## config.mk

```make
export PLATFORM = sky130hd
export DESIGN_NAME = nts_api
export DESIGN_NICKNAME = d
export VERILOG_FILES = /design/src/rtl/nts_api.sv
export SDC_FILE = /design/constraint.sdc
export NUM_CORES = 1
export LEC_CHECK = 0
export CORE_AREA = 4 4 121 123
export DETAILED_ROUTE_END_ITERATION = 10
export DIE_AREA = 0 0 125 127
export DONT_BUFFER_PORTS = 1
export HOLD_SLACK_MARGIN = 0.15
export SYNTH_ARGS = -nofsm -noshare
export SYNTH_HDL_FRONTEND = slang
export SYNTH_SLANG_ARGS = --single-unit
```

## constraint.sdc

```tcl
create_clock -name i_clk -period 1.5 [get_ports i_clk]
set_input_delay 0.225 -clock i_clk [delete_from_list [all_inputs] [get_ports i_clk]]
set_output_delay 0.225 -clock i_clk [all_outputs]
set_load 0.02 [all_outputs]
```

## src/rtl/nts_api.sv

```systemverilog
// nts_api: host-bus to internal register-file bridge.
// Decodes a 12-bit address onto six block selects; two-cycle access.
module nts_api (
  input  logic        i_clk,
  input  logic        i_areset,
  output logic        o_busy,
  input  logic        i_external_api_cs,
  input  logic        i_external_api_we,
  input  logic [11:0] i_external_api_address,
  input  logic [31:0] i_external_api_write_data,
  output logic [31:0] o_external_api_read_data,
  output logic        o_external_api_read_data_valid,
  output logic        o_internal_api_we,
  output logic [7:0]  o_internal_api_address,
  output logic [31:0] o_internal_api_write_data,
  output logic        o_internal_engine_api_cs,
  output logic        o_internal_clock_api_cs,
  output logic        o_internal_cookie_api_cs,
  output logic        o_internal_keymem_api_cs,
  output logic        o_internal_debug_api_cs,
  output logic        o_internal_parser_api_cs,
  input  logic [31:0] i_internal_engine_api_read_data,
  input  logic [31:0] i_internal_clock_api_read_data,
  input  logic [31:0] i_internal_cookie_api_read_data,
  input  logic [31:0] i_internal_keymem_api_read_data,
  input  logic [31:0] i_internal_debug_api_read_data,
  input  logic [31:0] i_internal_parser_api_read_data
);

  localparam logic [0:0] ST_IDLE   = 1'b0;
  localparam logic [0:0] ST_ACCESS = 1'b1;

  localparam int ENG = 0;
  localparam int CLK = 1;
  localparam int COO = 2;
  localparam int KEY = 3;
  localparam int DBG = 4;
  localparam int PAR = 5;

  logic [0:0]  state_q, state_d;
  logic [5:0]  cs_q, cs_d;
  logic        we_q, we_d;
  logic [7:0]  addr_q, addr_d;
  logic [31:0] wdata_q, wdata_d;
  logic [31:0] rdata_q, rdata_d;
  logic        valid_q, valid_d;

  logic [5:0]  dec_cs;
  logic [7:0]  dec_addr;
  logic [31:0] sel_rdata;
  logic [11:0] a;

  assign a = i_external_api_address;

  always_comb begin
    dec_cs   = '0;
    dec_addr = '0;
    unique case (1'b1)
      (a[11:4] == 8'h00): begin
        dec_cs[ENG] = 1'b1;
        dec_addr    = a[7:0];
      end
      (a[11:4] == 8'h01): begin
        dec_cs[CLK] = 1'b1;
        dec_addr    = a[7:0] - 8'h10;
      end
      (a[11:7] == 5'h00 && a[6:5] != 2'b00): begin
        dec_cs[COO] = 1'b1;
        dec_addr    = a[7:0] - 8'h20;
      end
      (a[11:7] == 5'h01): begin
        dec_cs[KEY] = 1'b1;
        dec_addr    = a[7:0] - 8'h80;
      end
      (a[11:7] == 5'h03): begin
        dec_cs[DBG] = 1'b1;
        dec_addr    = a[7:0] - 8'h80;
      end
      (a[11:8] == 4'h2): begin
        dec_cs[PAR] = 1'b1;
        dec_addr    = a[7:0];
      end
      default: ;
    endcase
  end

  // Unmapped accesses leave cs_q empty, so reads fall through to zero.
  always_comb begin
    sel_rdata = '0;
    unique case (1'b1)
      cs_q[ENG]: sel_rdata = i_internal_engine_api_read_data;
      cs_q[CLK]: sel_rdata = i_internal_clock_api_read_data;
      cs_q[COO]: sel_rdata = i_internal_cookie_api_read_data;
      cs_q[KEY]: sel_rdata = i_internal_keymem_api_read_data;
      cs_q[DBG]: sel_rdata = i_internal_debug_api_read_data;
      cs_q[PAR]: sel_rdata = i_internal_parser_api_read_data;
      default: ;
    endcase
  end

  always_comb begin
    state_d = state_q;
    cs_d    = cs_q;
    we_d    = we_q;
    addr_d  = addr_q;
    wdata_d = wdata_q;
    rdata_d = rdata_q;
    valid_d = 1'b0;
    case (state_q)
      ST_IDLE: begin
        if (i_external_api_cs) begin
          state_d = ST_ACCESS;
          cs_d    = dec_cs;
          we_d    = i_external_api_we;
          addr_d  = dec_addr;
          wdata_d = i_external_api_write_data;
        end
      end
      default: begin
        state_d = ST_IDLE;
        cs_d    = '0;
        we_d    = 1'b0;
        valid_d = 1'b1;
        rdata_d = we_q ? 32'h0 : sel_rdata;
      end
    endcase
  end

  always_ff @(posedge i_clk or negedge i_areset) begin
    if (!i_areset) begin
      state_q <= ST_IDLE;
      cs_q    <= '0;
      we_q    <= 1'b0;
      addr_q  <= '0;
      wdata_q <= '0;
      rdata_q <= '0;
      valid_q <= 1'b0;
    end else begin
      state_q <= state_d;
      cs_q    <= cs_d;
      we_q    <= we_d;
      addr_q  <= addr_d;
      wdata_q <= wdata_d;
      rdata_q <= rdata_d;
      valid_q <= valid_d;
    end
  end

  assign o_busy                         = (state_q == ST_ACCESS);
  assign o_external_api_read_data       = rdata_q;
  assign o_external_api_read_data_valid = valid_q;
  assign o_internal_api_we              = we_q;
  assign o_internal_api_address         = addr_q;
  assign o_internal_api_write_data      = wdata_q;
  assign o_internal_engine_api_cs       = cs_q[ENG];
  assign o_internal_clock_api_cs        = cs_q[CLK];
  assign o_internal_cookie_api_cs       = cs_q[COO];
  assign o_internal_keymem_api_cs       = cs_q[KEY];
  assign o_internal_debug_api_cs        = cs_q[DBG];
  assign o_internal_parser_api_cs       = cs_q[PAR];

endmodule

```

Yosys cells after proc, flatten, opt, wreduce, memory -nomap -nowiden. Index checks and enable logic that the tools add are counted.

Word-level logic and storage cells: 39. Input bits: 240. Register bits after elaboration: 81.

Equality and inequality tests: 4. Reductions and logical operators: 8. Bitwise logic cells: 1. Multiplexer cells: 16. $add $sub $neg: 3.

Operator list (count): $pmux 32 s6 (1); $mux 32 (1); $pmux 8 s4 (1); $mux 6 (2); $mux 1 (11); $eq 8x1->1 const B (1); $logic_not 8->1 (1); $sub 8x5->8 const B (1); $sub 8x6->8 const B (1); $sub 8x8->8 const B (1); $eq 5x1->1 const B (1); $eq 5x2->1 const B (1); $logic_not 5->1 (1); $eq 4x2->1 const B (1); $reduce_bool 2->1 (2); $reduce_or 2->1 (2); $reduce_and 2->1 (1); $logic_and 1x1->1 (1); $not 1->1 (1).

Longest topological paths before layout. Gate-level depths: netlist of the first run.

Depth in word-level cells: 5. Gate-level depth with buffers: 6. Gate-level depth less buffers: 6.

Least setup slack after synthesis of the first run. Ideal clock, no wire load.

Kind: register to register. From: register cs_q[2]. To: register rdata_q[17], in the netlist o_external_api_read_data[17]. Stages on the path, launching flop included: 7. Period minus slack after synthesis: 1.458 ns. Setup time: 0.141 ns. Arrival: 1.317 ns. Required time: 1.359 ns. Path slack: 0.042 ns. Cell sequence: dfrtp_1 -> clkbuf_1 -> clkbuf_1 -> a22oi_1 -> nand2_1 -> a221oi_1 -> o22ai_1.

Cells in the longest elaborated chain, start to end: 2.

Ends and longest elaborated chain: from (decl) (RTL line 41) `logic [5:0] cs_q, cs_d;`; from (signal assigned) (RTL line 140) `cs_q <= cs_d;`; $pmux 32 s6 (RTL line 90) `unique case (1'b1)`; $mux 32 (RTL line 124) `rdata_d = we_q ? 32'h0 : sel_rdata;`; to (signal assigned) (RTL line 144) `rdata_q <= rdata_d;`; to (decl) (RTL line 45) `logic [31:0] rdata_q, rdata_d;`.

Every way passes these cells. A chain may end at the register's enable or synchronous reset.

Final worst setup path of the first run.
From: register cs_q[5]. To: register rdata_q[9], in the netlist o_external_api_read_data[9].

Same word-level chain as after synthesis.

==> results.md, run 1 <==
* Die ar. at between 15000 and 20000 um^2
* Reg area at 2030 um^2
* PwrDens at around 950 nW/um^2
* Die Ht at 127 um
* Ant. Diodes at 0
* Crit path buf inv count at 1
* Clk_lat worst skew at 340 ps
* Root Driver: clkbuf_16
* Detail Route Antenna Nets at 0
* Area delta synth->final at 45.9%
* Post-Synth Adder-Cell Area at 0.0148
* Total number of vias at approximately 4400
* Tcrit/Tclk final at 0.980
* CTS Buf Count at 9
* Crit path capture type: flop
* Syn Inst Count at between 400 and 500
* Commonest non-fill, non-tap cell in the layout: nand2_1
* Slowest CP cell: dfrtp_2
* Multi-input logic area at between 1500 and 2000 um^2
* Compound-gate portion of the synthesized area at 0.269
* Peak VDD IR at around 0.0006 V
* Number of synthesis warnings at 0
* RSZ-0062 raised after global routing: false
* Failing checks: negative hold slack
* Final Skew at ~12 ps
* WP data arrival at ~1700 ps
* Mean Syn Cell Area at 8.88 um^2
* Worst slew pin tran at about 420 ps
* Dpl hpwl at about 13000 um
* Crit-path cells: buf_12 -> a22oi_1 -> nand2_1 -> a221oi_1 -> o22ai_1
* First-pass GRT wire length at between 20000 and 30000 um
* Most frequent cells in the layout: nand2_1 (129), dlygate4sd3_1 (112), dfrtp_1 (75)
* Final Util at 0.451
* Largest net degree at the start of global routing at ~80
* # clock sinks at 81
* Distinct cell type count after synthesis at 35
* Initial core utilization at 0.309
* Min Hold Slack at -425 ps
* Final hold violations at 81
* Layout cell share with drive strength beyond 1 at 0.118
* Met2 GRT Util at 0.382
* Initial antenna violation count at 0
* Syn_nets at about 700
* Routed WL at 18800 um
* Cell Area, Placed at 4590 um^2
* Max-slew violations at 0
* Global Route met3 Usage at 0.0661
* Max_cap viols at 0
* Clk buf depth at 2
* Multiplexer area fraction after synthesis at 0.00474
* Total Routing Usage GR at 0.223
* Top delay family on crit path: compound AO/OA/AOI/OAI gates
* Ports at 321
* Initial DRC count at 277
* CP Class: reg -> reg
* Worst-path fanout max at 8
* Final setup viols at 0
* Crit path largest cell delay at roughly 440 ps
* Core footprint at approximately 14000 um^2
* FILL cells at ~1300
* Layout Cells excl Fill at 775
* Post-synthesis sequential area ratio at 0.480
* DR DRC count at 0
* RD Place Congestion at 0.956
* Leak Pwr at 2.70 nW
* Status: finished with violations
* Top cells by area, synth: dfrtp_1 (48%), nand2_1 (11%), a22oi_1 (11%)
* Relative slew slack at 0.719
* TritonCTS clock tree: yes
* Hold_buf cts at roughly 110
* Flops & latches, synth at 81
* Final net count at between 800 and 900
* Port Buffers at 0
* Gr ovfl total at 0
* Hold Crit Class: in -> async
* Die Wd at 125 um
* M1 GR Usage at 0.255
* Critical Path RT at about 1700 ps
* Placed cells at 642
* Vias per cell at around 5.7
* Worst setup SP type: flop
* Wirelength per Cell at between 20 and 25 um
* XOR/XNOR Fraction of Synth Area at 0
* Busiest layer in global routing: met2
* Post-synthesis cell area at about 4200 um^2
* Cell Rows at 43
* Dominant cell type by area after synthesis: dfrtp_1
* Top cell type's share of synthesized area at 0.480
* Reg clk slew, reported paths at 70 ps
* First drt pass iteration count at 5
* Combinational family with the most area after synthesis: compound AO/OA/AOI/OAI gates
* H-Tree Depth at 3
* Fmax at approximately 0.7 GHz
* Post-layout minimum cycle time at 1470 ps
* Vias in the first global route at between 4000 and 5000
* Simple-gate area share of the yosys netlist at 0.160
* Power consumption at 5.84 mW
* Post-route cell area at 6160 um^2
==> routing by layer <==
layer / wire [um] / part of all wire
met3: 1820 / 0.097
met2: 9460 / 0.50
met4: 794 / 0.042
met5: 0 / 0
met1: 6690 / 0.36
==> cell usage after synthesis, drive strengths merged <==
master   instances
a2111oi          2
a21oi            5
a221oi          33
a22o             5
a22oi           64
a311oi           1
a31oi            1
and2             1
and2b            1
clkbuf          40
clkinv           1
dfrtp           81
ha               5
inv             37
mux2i            2
nand2          129
nand2b           9
nand3            3
nand3b           1
nand4            1
nor2             7
nor2b            1
nor3             4
nor4             1
o21ai            3
o22ai           34
o2bb2ai          1
o31ai            2
or3              1
==> path summary, 6_finish.rpt <==
check                                                    from                            to  slack, ps  cells after the start
max in group asynchronous                            i_areset                        o_busy       1770                      0
max                                                   cs_q[5]   o_external_api_read_data[9]         30                      5
min in group i_clk         i_internal_clock_api_read_data[24]  o_external_api_read_data[24]        180                      4
min reg2reg                      o_internal_api_write_data[8]  o_internal_api_write_data[8]        630                      2
max reg2reg                                           cs_q[5]   o_external_api_read_data[9]         30                      5
min                                                  i_areset  o_external_api_read_data[22]       -420                      0
==> per-stage QoR <==
step / TNS, ps / worst slack, ps
after CTS: 0 / 5.90
after global placement: -84.0 / -84.0
after detailed placement: -206 / -106
after global routing: 0 / 1.59
after floorplan: 0 / 41.7
final: 0 / 29.4
==> cells by family (layout without fill, tap and decap cells) <==
| group | count (synthesis) | count (layout) |
|---|---|---|
| AOI/OAI and AO/OA | 151 | 151 |
| adders and majority gates | 5 | 5 |
| buffers and inverters | 78 | 197 |
| DFF | 81 | 81 |
| muxes | 2 | 2 |
| and+or+nand+nor | 159 | 159 |
==> state kept, by name (all words and copies together), names as in the netlist <==
name                            count
o_internal_api_we                   1
o_internal_api_address              8
o_external_api_read_data_valid      1
o_internal_api_write_data          32
o_external_api_read_data           32
o_busy                              1
cs_q                                6
==> area by class of cell <==
type                       count  area share
sequential                    81       0.330
tap                          180      0.0365
clock buffer                  11      0.0394
clock inverter                 5      0.0128
timing repair buffer         143       0.239
inverter                      38      0.0231
multi-input combinational    317       0.319
==> report_power, final <==
group	internal [mW]	total (mW)	switching [mW]
clock network	1.50	2.40	0.894
logic	0.387	0.732	0.345
registers	2.35	2.71	0.358
==> timing repair <==
action / in CTS / in global routing
gates resized for setup: 4 / 14
hold endpoints to repair: 159 / 81
endpoints found under the setup margin: 6 / 25
buffers inserted: 0 / 4
No activity file was read; power rests on OpenSTA's default activity.
==> run 2: changes to the inputs <==
--- a/config.mk
+++ b/config.mk
@@ -5,9 +5,9 @@
 export SDC_FILE = /design/constraint.sdc
 export NUM_CORES = 1
 export LEC_CHECK = 0
-export CORE_AREA = 4 4 121 123
+export CORE_AREA = 4 4 122 124
 export DETAILED_ROUTE_END_ITERATION = 10
-export DIE_AREA = 0 0 125 127
+export DIE_AREA = 0 0 126 128
 export DONT_BUFFER_PORTS = 1
 export HOLD_SLACK_MARGIN = 0.15
 export SYNTH_ARGS = -nofsm -noshare
==> run 2 against run 1 <==
  * Clock power increased by 13%
  * Total power rose by 5.5%
  * The run still ends with negative hold slack left
  * Via count barely moved
==> results.md, run 2 (synthesis results as in run 1) <==
* Status: finished with violations (unchanged)
* Failing checks: negative hold slack (unchanged)
* Total Routing Usage GR at 0.226 (was 0.223)
* Hold Crit Class: in -> async (unchanged)
* RD Place Congestion at 0.912 (was 0.956)
* Dpl hpwl at 13800 um (was 13400 um)
* Max_cap viols at 0 (unchanged)
* Port Buffers at 0 (unchanged)
* Placed cells at 653 (was 642)
* Crit-path cells: buf_4 -> a22oi_1 -> nand2_1 -> a221oi_1 -> o22ai_1 (was buf_12 -> a22oi_1 -> nand2_1 -> a221oi_1 -> o22ai_1)
* Final hold violations at 81 (unchanged)
* Crit path buf inv count at 1 (unchanged)
* Fmax at 0.686 GHz (was 0.680 GHz)
* Post-layout minimum cycle time at 1460 ps (was 1470 ps)
* Area delta synth->final at 48.5% (was 45.9%)
* Wirelength per Cell at 24.3 um (was 24.2 um)
* PwrDens at 982 nW/um^2 (was 947 nW/um^2)
* WP data arrival at 1670 ps (was 1680 ps)
* Slowest CP cell: dfrtp_2 (unchanged)
* Core footprint at 13800 um^2 (was 13700 um^2)
* CP Class: reg -> reg (unchanged)
* R2R setup slack at 40 ps (was 30 ps)
* Layout cell share with drive strength beyond 1 at 0.153 (was 0.118)
* Root Driver: clkbuf_16 (unchanged)
* Post-route cell area at 6270 um^2 (was 6160 um^2)
* Clk_lat worst skew at 340 ps (about the same)
* Final Skew at 8.93 ps (was 12.0 ps)
* Busiest layer in global routing: met2 (unchanged)
* DR DRC count at 0 (unchanged)
* Peak VDD IR at 0.000487 V (was 0.000592 V)
* Gr ovfl total at 0 (unchanged)
* Critical Path RT at 1710 ps (about the same)
* FILL cells at 1295 (was 1279)
* Crit path largest cell delay at 450 ps (was 440 ps)
* Tcrit/Tclk final at 0.972 (was 0.980)
* Ports at 321 (unchanged)
* Global Route met3 Usage at 0.100 (was 0.0661)
* Commonest non-fill, non-tap cell in the layout: nand2_1 (unchanged)
* Total number of vias at 4404 (was 4407)
* Detail Route Antenna Nets at 0 (unchanged)
* TritonCTS clock tree: yes (unchanged)
* Reg clk slew, reported paths at 70 ps (about the same)
* Clk buf depth at 2 (unchanged)
* Met2 GRT Util at 0.372 (was 0.382)
* Reg area at 2030 um^2 (unchanged)
* RSZ-0062 raised after global routing: true (was false)
* Largest net degree at the start of global routing at 82 (unchanged)
* Die Wd at 126 um (was 125 um)
* Most frequent cells in the layout: nand2_1 (129), dlygate4sd3_1 (112), dfrtp_1 (75) (unchanged)
* Initial core utilization at 0.307 (was 0.309)
* First drt pass iteration count at 5 (unchanged)
* Hold_buf cts at 112 (was 113)
* M1 GR Usage at 0.261 (was 0.255)
* Vias in the first global route at 4683 (was 4547)
* Final net count at 843 (was 835)
* Max-slew violations at 0 (unchanged)
* Crit path capture type: flop (unchanged)
* Relative slew slack at 0.550 (was 0.719)
* CTS Buf Count at 9 (unchanged)
* Top delay family on crit path: compound AO/OA/AOI/OAI gates (unchanged)
* Ant. Diodes at 0 (unchanged)
* Leak Pwr at 2.76 nW (was 2.70 nW)
* H-Tree Depth at 3 (unchanged)
* Worst-path fanout max at 7 (was 8)
* First-pass GRT wire length at 27800 um (was 27400 um)
* Initial DRC count at 289 (was 277)
* Cell Area, Placed at 4630 um^2 (was 4590 um^2)
* Vias per cell at 5.62 (was 5.69)
* # clock sinks at 81 (unchanged)
* Cell Rows at 43 (unchanged)
* Worst slew pin tran at 669 ps (was 418 ps)
* Layout Cells excl Fill at 783 (was 775)
* Routed WL at 19000 um (was 18800 um)
* Multi-input logic area at 2020 um^2 (was 1970 um^2)
* Initial antenna violation count at 1 (was 0)
* Final setup viols at 0 (unchanged)
* Die ar. at 16100 um^2 (was 15900 um^2)
* Die Ht at 128 um (was 127 um)
* Worst setup SP type: flop (unchanged)
* Min Hold Slack at -427 ps (was -425 ps)
-- run 2: area by class of cell --
class                      instances  area share
inverter                          38      0.0227
tap                              180      0.0359
clock buffer                       9      0.0359
timing repair buffer             151       0.236
sequential                        81       0.324
clock inverter                     7      0.0227
multi-input combinational        317       0.322
-- run 2: per-layer routing --
layer	share of wire	vias to the layer above
li1	-	1957
met1	0.36	2098
met2	0.49	309
met3	0.12	38
met4	0.026	2
met5	0.00047	-
-- run 2: final timing paths --
kind,start,to,cells after the start
worst max-delay path,cs_q[4],o_external_api_read_data[27],5
worst min register to register,o_internal_api_write_data[30],o_internal_api_write_data[30],2
worst min-delay path,i_areset,o_external_api_read_data[27],0
max in group asynchronous,i_areset,o_internal_api_we,0
worst max register to register,cs_q[4],o_external_api_read_data[27],5
min in group i_clk,i_internal_clock_api_read_data[10],o_external_api_read_data[10],4
-- run 2: timing repair --
action                                  CTS  global route
endpoints found under the setup margin    4            27
pin swaps                                 0             1
gates resized for setup                   7            22
buffers inserted                          0             2
endpoints found under the hold margin   158            81
-- run 2: through the flow --
stage	worst slack (ps)	power [mW]	TNS, ps	utilization
after floorplan	41.7	3.02	0	-
after global placement	-117	3.18	-240	0.336
after detailed placement	-148	3.20	-419	0.336
after CTS	6.29	6.20	0	0.447
after global routing	-21.9	6.41	-46.5	0.456
final	41.8	6.16	0	0.456
-- run 2: report_power, final --
part / internal [mW] / total, mW / switching [mW]
Sequential: 2.35 / 2.71 / 0.358
Combinational: 0.387 / 0.733 / 0.346
Clock: 1.80 / 2.72 / 0.918
Total: 4.54 / 6.16 / 1.62
